===== config.mk =====
export PLATFORM = sky130hd
export DESIGN_NAME = pass_entry_ctrl
export DESIGN_NICKNAME = d
export VERILOG_FILES = /design/src/rtl/pass_entry_ctrl.sv
export SDC_FILE = /design/constraint.sdc
export NUM_CORES = 1
export LEC_CHECK = 0
export CAP_MARGIN = 20
export CELL_PAD_IN_SITES_DETAIL_PLACEMENT = 1
export CELL_PAD_IN_SITES_GLOBAL_PLACEMENT = 2
export CORE_MARGIN = 2
export CORE_UTILIZATION = 42
export CTS_BUF_LIST = sky130_fd_sc_hd__clkbuf_8
export DETAILED_ROUTE_END_ITERATION = 12
export HOLD_SLACK_MARGIN = 0.03
export PLACE_DENSITY_LB_ADDON = 0.1
export SLEW_MARGIN = 25
export SYNTH_ARGS = -nofsm -noshare
export SYNTH_HDL_FRONTEND = slang
export SYNTH_SLANG_ARGS = --single-unit

===== constraint.sdc =====
create_clock -name main_clk -period 3.65 [get_ports main_clk]
set_input_delay 0.365 -clock main_clk [delete_from_list [all_inputs] [get_ports main_clk]]
set_output_delay 0.365 -clock main_clk [all_outputs]
set_load 0.02 [all_outputs]

===== src/rtl/pass_entry_ctrl.sv =====
// rtl/pass_entry_ctrl.sv - password overlay sequencer: keypad FSM, timers and 8-column text buffer
module pass_entry_ctrl #(
  parameter int unsigned TICKS_PER_SEC = 100_000_000,
  parameter logic [15:0] CODE          = 16'h1234,
  parameter int unsigned MAX_FAILS     = 3,
  parameter int unsigned ENTRY_TIMEOUT = 10,
  parameter int unsigned GRANT_SECS    = 3,
  parameter int unsigned DENY_SECS     = 2,
  parameter int unsigned LOCK_SECS     = 30
) (
  input  logic       main_clk,
  input  logic       rst,
  input  logic       key_valid,
  input  logic [3:0] key_code,
  input  logic [2:0] col_idx,
  output logic [6:0] col_char,
  output logic       unlock,
  output logic       locked,
  output logic [2:0] state,
  output logic [1:0] fail_cnt
);

  typedef enum logic [2:0] {
    S_PROMPT  = 3'd0,
    S_ENTRY   = 3'd1,
    S_GRANTED = 3'd2,
    S_DENIED  = 3'd3,
    S_LOCKED  = 3'd4
  } state_e;

  localparam int unsigned CW = $clog2(TICKS_PER_SEC);
  localparam logic [CW-1:0] TICK_LAST   = CW'(TICKS_PER_SEC - 1);
  localparam logic [7:0]    ENTRY_LAST  = 8'(ENTRY_TIMEOUT - 1);
  localparam logic [7:0]    GRANT_LAST  = 8'(GRANT_SECS - 1);
  localparam logic [7:0]    DENY_LAST   = 8'(DENY_SECS - 1);
  localparam logic [7:0]    LOCK_LAST   = 8'(LOCK_SECS - 1);
  localparam logic [1:0]    FAIL_LIMIT  = 2'(MAX_FAILS);

  state_e          state_q, state_d;
  logic [CW-1:0]   tick_cnt_q, tick_cnt_d;
  logic [7:0]      sec_q, sec_d;
  logic            blink_q, blink_d;
  logic [2:0]      digit_cnt_q, digit_cnt_d;
  logic [3:0][3:0] digits_q, digits_d;
  logic [1:0]      fail_q, fail_d;
  logic            unlock_q, unlock_d;

  logic tick;
  logic key_digit;
  logic code_ok;

  assign tick      = (tick_cnt_q == TICK_LAST);
  assign key_digit = key_valid && (key_code <= 4'd9);
  assign code_ok   = (digit_cnt_q == 3'd4) &&
                     ({digits_q[0], digits_q[1], digits_q[2], digits_q[3]} == CODE);

  always_ff @(posedge main_clk or posedge rst) begin
    if (rst) begin
      state_q     <= S_PROMPT;
      tick_cnt_q  <= '0;
      sec_q       <= '0;
      blink_q     <= 1'b0;
      digit_cnt_q <= '0;
      digits_q    <= '0;
      fail_q      <= '0;
      unlock_q    <= 1'b0;
    end else begin
      state_q     <= state_d;
      tick_cnt_q  <= tick_cnt_d;
      sec_q       <= sec_d;
      blink_q     <= blink_d;
      digit_cnt_q <= digit_cnt_d;
      digits_q    <= digits_d;
      fail_q      <= fail_d;
      unlock_q    <= unlock_d;
    end
  end

  always_comb begin
    state_d     = state_q;
    tick_cnt_d  = tick ? '0 : tick_cnt_q + 1'b1;
    sec_d       = tick ? sec_q + 8'd1 : sec_q;
    blink_d     = blink_q;
    digit_cnt_d = digit_cnt_q;
    digits_d    = digits_q;
    fail_d      = fail_q;
    unlock_d    = 1'b0;

    unique case (state_q)
      S_PROMPT: begin
        if (tick) blink_d = ~blink_q;
        if (key_digit) begin
          state_d     = S_ENTRY;
          digits_d[0] = key_code;
          digit_cnt_d = 3'd1;
        end
      end
      S_ENTRY: begin
        // An accepted key outranks a coincident timeout tick.
        if (key_valid && (key_code <= 4'hB)) begin
          sec_d = '0;
          if (key_digit) begin
            if (digit_cnt_q < 3'd4) begin
              digits_d[digit_cnt_q[1:0]] = key_code;
              digit_cnt_d = digit_cnt_q + 3'd1;
            end
          end else if (key_code == 4'hA) begin
            if (code_ok) begin
              state_d  = S_GRANTED;
              fail_d   = '0;
              unlock_d = 1'b1;
            end else begin
              state_d = S_DENIED;
              if (fail_q != 2'd3) fail_d = fail_q + 2'd1;
            end
          end else begin
            state_d = S_PROMPT;
          end
        end else if (tick && (sec_q == ENTRY_LAST)) begin
          state_d = S_PROMPT;
        end
      end
      S_GRANTED: begin
        if (tick && (sec_q == GRANT_LAST))
          state_d = (fail_q == FAIL_LIMIT) ? S_LOCKED : S_PROMPT;
      end
      S_DENIED: begin
        if (tick && (sec_q == DENY_LAST))
          state_d = (fail_q == FAIL_LIMIT) ? S_LOCKED : S_PROMPT;
      end
      S_LOCKED: begin
        if (tick && (sec_q == LOCK_LAST)) begin
          state_d = S_PROMPT;
          fail_d  = '0;
        end
      end
      default: state_d = S_PROMPT;
    endcase

    // Every state change restarts the second phase so timed states last whole seconds.
    if (state_d != state_q) begin
      tick_cnt_d = '0;
      sec_d      = '0;
      blink_d    = 1'b0;
      if (state_d != S_ENTRY) begin
        digits_d    = '0;
        digit_cnt_d = '0;
      end
    end
  end

  logic [2:0] slot;
  assign slot = col_idx - 3'd2;

  always_comb begin
    col_char = 7'h00;
    unique case (state_q)
      S_PROMPT: begin
        if (!blink_q) begin
          case (col_idx)
            3'd0: col_char = 7'h50;
            3'd1: col_char = 7'h41;
            3'd2: col_char = 7'h53;
            3'd3: col_char = 7'h53;
            3'd4: col_char = 7'h57;
            3'd5: col_char = 7'h4F;
            3'd6: col_char = 7'h52;
            default: col_char = 7'h44;
          endcase
        end else if ((col_idx >= 3'd2) && (col_idx <= 3'd5)) begin
          col_char = 7'h2D;
        end
      end
      S_ENTRY: begin
        if ((col_idx >= 3'd2) && (col_idx <= 3'd5))
          col_char = (slot < digit_cnt_q) ? 7'h2A : 7'h2D;
      end
      S_GRANTED: begin
        case (col_idx)
          3'd2: col_char = 7'h4F;
          3'd3: col_char = 7'h50;
          3'd4: col_char = 7'h45;
          3'd5: col_char = 7'h4E;
          default: col_char = 7'h00;
        endcase
      end
      S_DENIED: begin
        case (col_idx)
          3'd1: col_char = 7'h44;
          3'd2: col_char = 7'h45;
          3'd3: col_char = 7'h4E;
          3'd4: col_char = 7'h49;
          3'd5: col_char = 7'h45;
          3'd6: col_char = 7'h44;
          default: col_char = 7'h00;
        endcase
      end
      S_LOCKED: begin
        case (col_idx)
          3'd1: col_char = 7'h4C;
          3'd2: col_char = 7'h4F;
          3'd3: col_char = 7'h43;
          3'd4: col_char = 7'h4B;
          3'd5: col_char = 7'h45;
          3'd6: col_char = 7'h44;
          default: col_char = 7'h00;
        endcase
      end
      default: col_char = 7'h00;
    endcase
  end

  assign state    = state_q;
  assign fail_cnt = fail_q;
  assign unlock   = unlock_q;
  assign locked   = (state_q == S_LOCKED);

endmodule


Yosys cells after proc, flatten, opt, wreduce, memory -nomap -nowiden

Cells that the tools add are included.

Add/sub/neg operators: 5
Magnitude comparators: 8
Eq/ne operators: 27
Multiplexer cells: 59
Bitwise gates (word level): 1
Reductions and logical operators: 19

Operator list:

| kind                                                  | count |
|---|---|
| two-way mux 16 bit                                    | 5 |
| one-hot mux 7 bit (4 select lines)                    | 2 |
| two-way mux 27 bit                                    | 2 |
| two-way mux 3 bit                                     | 16 |
| one-hot mux 7 bit (6 select lines)                    | 1 |
| one-hot mux 7 bit (5 select lines)                    | 1 |
| two-way mux 8 bit                                     | 4 |
| one-hot mux 5 bit (6 select lines)                    | 1 |
| adder 27 x 1 -> 27 bit, second input constant         | 1 |
| equality test 27 bit, second input constant           | 1 |
| bitwise mux 16 bit                                    | 1 |
| equality test 16 x 13 -> 1 bit, second input constant | 1 |
| equality test 3 bit, second input constant            | 5 |
| one-hot mux 3 bit (5 select lines)                    | 1 |
| equality test 3 x 2 -> 1 bit, second input constant   | 4 |
| two-way mux 12 bit                                    | 1 |
| two-way mux 2 bit                                     | 6 |
| two-way mux 6 bit                                     | 2 |
| logical AND 1 bit                                     | 9 |
| two-way mux 1 bit                                     | 9 |
| adder 8 x 1 -> 8 bit, second input constant           | 1 |
| demux 4 bit (select 2 bit)                            | 1 |
| equality test 8 x 1 -> 1 bit, second input constant   | 1 |
| equality test 8 x 2 -> 1 bit, second input constant   | 1 |
| other kinds (31)                                      | 42 |

Flip-flop bits (word level): 61
Input port bits: 10
Word-level logic and storage cells: 130

Longest topological paths before layout

Depth after elaboration: 11
Depth in mapped cells: 9

Worst setup path before layout

No wires, ideal clock.

Path type: input to output
Start point: input port col_idx[1]
End point: output port col_char[1]
Data arrival time: 1.933 ns
Data required time: 3.285 ns
Slack: 1.352 ns
Stages: 7
Path buffers: 1
Path through: inv_1 -> ha_1 -> clkbuf_1 -> and2_1 -> o21ai_0 -> or2_2 -> o21ai_0

Cells in the longest elaborated chain, start to end: 5

Ends and longest elaborated chain:

| item                                                                      | line     | text |
|---|---|---|
| start, declared                                                           | 15       | `input logic [2:0] col_idx,` |
| subtractor 3 x 2 -> 3 bit or equality test 3 x 2 -> 1 bit (tied branches) | n/a      |  |
| less-than comparator 3 bit or OR reduction 2 bit (tied branches)          | n/a      |  |
| two-way mux 3 bit or one-hot mux 5 bit (6 select lines) (tied branches)   | 176, 160 |  |
| two-way mux 6 bit or two-way mux 7 bit (tied branches)                    | 175, 159 |  |
| one-hot mux 7 bit (5 select lines) *                                      | 157      | `unique case (state_q)` |
| end, declared                                                             | 16       | `output logic [6:0] col_char,` |

Every way passes the cells marked *; elsewhere a longest branch is shown, timed or not.

Worst setup path after layout

Start point: input port col_idx[1]
End point: output port col_char[2]

Cells in the longest elaborated chain, start to end: 5

Ends and longest elaborated chain:

| item                                                   | line     | text |
|---|---|---|
| subtractor 3 x 2 -> 3 bit (tied with other cells)      | 153      | `assign slot = col_idx - 3'd2;` |
| less-than comparator 3 bit (tied with other cells)     | 176      | `col_char = (slot < digit_cnt_q) ? 7'h2A : 7'h2D;` |
| two-way mux 3 bit (tied with other cells)              | 176      |  |
| two-way mux 6 bit or two-way mux 7 bit (tied branches) | 175, 159 |  |
| one-hot mux 7 bit (5 select lines) *                   | 157      |  |

Marked as above.

==> results.txt <==
----------------------------------------------------
[Critical path]
  Longest individual stage delay on the worst path ... ~0.65 ns
  Critical Path, Cell by Cell ... clkdlybuf4s50_1 > inv_1 > ha_1 > and2_1 > o21ai_0 > or2_2 > nand2b_1 > o2111ai_1 > clkdlybuf4s50_1
  Arrival time of data at the critical path endpoint ... between 3 and 4 ns
  Kind of critical path ... input pin to output port
  Cell with the largest stage delay on the worst path ... clkdlybuf4s50_1
  Endpoint class of the critical path ... output port
  Critical path required time ... 3.28 ns
  Crit path buffers/inverters ... 3
  Startpoint types ... input pin
  Dominant cell type by count on the critical path ... clkdlybuf4s50_1
  Critical Path Fanout Max ... 8
  Kind of cell with the highest combined delay on the critical path ... buffers and inverters

[Floorplanning]
  Area enclosed by the die boundary ... roughly 9900 µm²
  Die height ... slightly below 100 µm
  Area of the placeable core ... between 8000 and 9000 µm²
  # IOs ... 24
  Placement row count ... 34
  Starting density of the core ... 0.437
  Die Span X ... just under 100 µm

[Drt]
  Number of vias in the routed layout ... roughly 3200
  Remaining antenna violation count ... 0
  Initial drt markers ... 86
  Routed wirelength normalized by instance count ... ~17 µm
  Length of the first detailed-routing pass in iterations ... 4
  Count of unresolved DRC violations after routing ... 0
  Via/cell ratio ... 5.63
  Total Routed Length ... approximately 10000 µm

[Yosys]
  Post-synthesis sequential area ratio ... 0.399
  Number of synthesized register bits ... a little over 60
  Avg Cell Area, Syn ... a little under 9 µm²
  Cell with the most instances after synthesis ... dfrtp_1
  Dominant cells by area after synthesis ... dfrtp_1 (40%), ha_1 (5.9%), nor2_1 (5.9%)
  Netlist cell types ... 60
  Cell Area, Synth ... 3830 µm²
  Number of warnings issued by yosys ... 0
  Top cell type's share of synthesized area ... 0.399
  Number of flops mapped to enable cells by yosys ... 0
  Synth cell count leaders ... dfrtp_1 (61), nor2_1 (60), nand2_1 (35), nand3_1 (25), nor3_1 (21)
  Gate Count Post-Synth ... 430
  Biggest area consumer among synthesized cells ... dfrtp_1
  Fraction of registers with async set or reset after synthesis ... 1.00
  Most used flip-flop cell after synthesis ... dfrtp_1
  Nets in the synthesized netlist ... around 460

[CTS]
  Sink Count ... between 60 and 70
  Clock root buffer ... clkbuf_8
  Buffer levels on the longest clock path ... 2
  Depth of the CTS H-tree ... 3
  TritonCTS clock tree ... done
  Clock transition at the registers of the reported paths ... roughly 0.070 ns
  Number of buffers created by CTS ... 9
  Insertion delay of the later-clocked pin in the worst-skew pair ... approximately 0.35 ns
  Number of resized instances in the post-cts repair step ... 0
  Number of buffers added for setup after CTS ... 0
  Number of hold-repair buffers added at the cts stage ... 0

[Finish]
  Synthesis-to-finish area growth ... 13.6%
  Filler cell count in the final layout ... ~1000
  Number of nets in the final layout ... roughly 480
  ANT cells ... 0
  Layout cell share with drive strength beyond 1 ... 0.114

[STA]
  Final hold slack ... about 0.48 ns
  Final setup violation count ... 0
  Worst slew margin ... 0.406
  Worst-Margin Slew ... ~0.9 ns
  Worst clock skew on the final layout ... around 0.017 ns
  Maximum clock frequency ... slightly below 0.3 GHz
  Count of endpoints failing hold in the final timing report ... 0
  Min Tclk post-route ... approximately 3.4 ns
  Final Max Tran Viols ... 0
  Period utilisation layout ... 0.941
  Setup_tns ... 0 ns
  Setup repair after global routing missed its margin ... false

[Min path]
  Worst hold path type ... flip-flop to flip-flop

[Run status]
  Run status ... completed

[Place]
  Gpl congestion ... between 0.8 and 0.9
  Count of buffers from port buffering ... 23
  Detailed Place HPWL ... around 7000 µm

[Power and ir drop]
  P per Cell Area ... between 300 and 400 nW/µm²
  Leakage ... 1.89 nW
  Worst IR Drop VDD ... 0.000290 V

[GRT]
  Total global routing overflow ... 0
  Maximum number of pins on one net before global-route repair ... 43
  Initial antenna violation count ... 0
  Number of global-route vias before repair ... approximately 3400
  First-pass GRT wire length ... around 17000 µm
  All-Layer GR Usage ... 0.213

[Run]
  Max Cap Violations ... 0

----------------------------------------------------
[flip-flops by register name, summed over array words and instances, names as in the netlist]
| register | flops |
|---|---|
| digits_q | 16 |
| blink_q | 1 |
| fail_cnt | 2 |
| digit_cnt_q | 3 |
| state | 3 |
| unlock | 1 |
| sec_q | 8 |
| tick_cnt_q | 27 |
[per-stage QoR]
step | total power, W | setup WS, ns | util | area, µm² | instances
floorplan | 0.000781 | 1.35 | - | 3830 | 430
global placement | 0.000836 | 0.361 | 0.473 | 4140 | 550
detailed placement | 0.000837 | 0.227 | 0.473 | 4140 | 550
CTS | 0.00148 | 0.203 | 0.496 | 4350 | 566
global route | 0.00152 | 0.00548 | 0.496 | 4350 | 566
finish | 0.00145 | 0.214 | 0.496 | 4350 | 566
[power by group]
part	switching (W)	leakage [nW]	total [W]	internal, W
Sequential	0.00000639	0.822	0.000686	0.000680
Combinational	0.0000832	0.960	0.000137	0.0000541
Clock	0.000292	0.107	0.000630	0.000339
Total	0.000381	1.89	0.00145	0.00107
[final cells by class]
cell class                      instances  area, µm²  share of cell area
Timing Repair Buffer                   27        260              0.0598
Clock buffer                           10        138              0.0316
Clock inverter                          6       70.1              0.0161
Tap cell                              108        135              0.0311
Sequential cell                        61       1530               0.351
Multi-Input combinational cell        336       2150               0.495
Inverter                               18       67.6              0.0155
[layout by cell type (no fill, tap or decap), types with 4 or more instances in the layout]
cell             count
dfrtp_1             61
nor2_1              60
nand2_1             35
nand3_1             25
clkdlybuf4s50_1     23
nor3_1              21
a21oi_1             20
xnor2_1             20
o21ai_0             18
ha_1                18
inv_1               17
nand4_1             15
xor2_1              14
mux2i_1             11
clkbuf_8            10
nor2_2               9
and3_1               6
nand2b_1             4
and2_1               4
or2_2                4
buf_4                4
[per-layer routing]
metal	GRT usage	vias up	share of wire
met5	0	-	0
met4	0.0569	0	0.011
met3	0.0457	10	0.031
met2	0.347	40	0.48
met1	0.290	1589	0.48
li1	-	1546	-
[cell families after synthesis]
family	synth area share
simple gates	0.293
flops	0.399
compound gates	0.101
xor+xnor	0.0778
buf+inv	0.0389
fa+ha+maj	0.0588
mux	0.0317
[final timing paths]
check / start / endpoint / slack [ns] / cells after the start
setup reg to reg: digit_cnt_q[0] / digits_q[10] / 0.84 / 8
setup / recovery: col_idx[1] / col_char[2] / 0.21 / 9
min in group asynchronous: rst / tick_cnt_q[3] / 0.52 / 2
hold reg to reg: tick_cnt_q[0] / tick_cnt_q[0] / 0.48 / 1
max in group asynchronous: rst / digits_q[12] / 2.32 / 3
hold / removal: tick_cnt_q[0] / tick_cnt_q[0] / 0.48 / 1
[worst reg2reg max path, cell delays in order (launching register included)]
cell,delay (ns)
dfrtp_1,0.45
inv_1,0.11
ha_1,0.17
nor4bb_1,0.33
nand4_1,0.31
o21ai_1,0.28
o21ai_0,0.22
a32oi_4,0.69
a21oi_1,0.11
No activity file was read; power rests on OpenSTA's default activity.
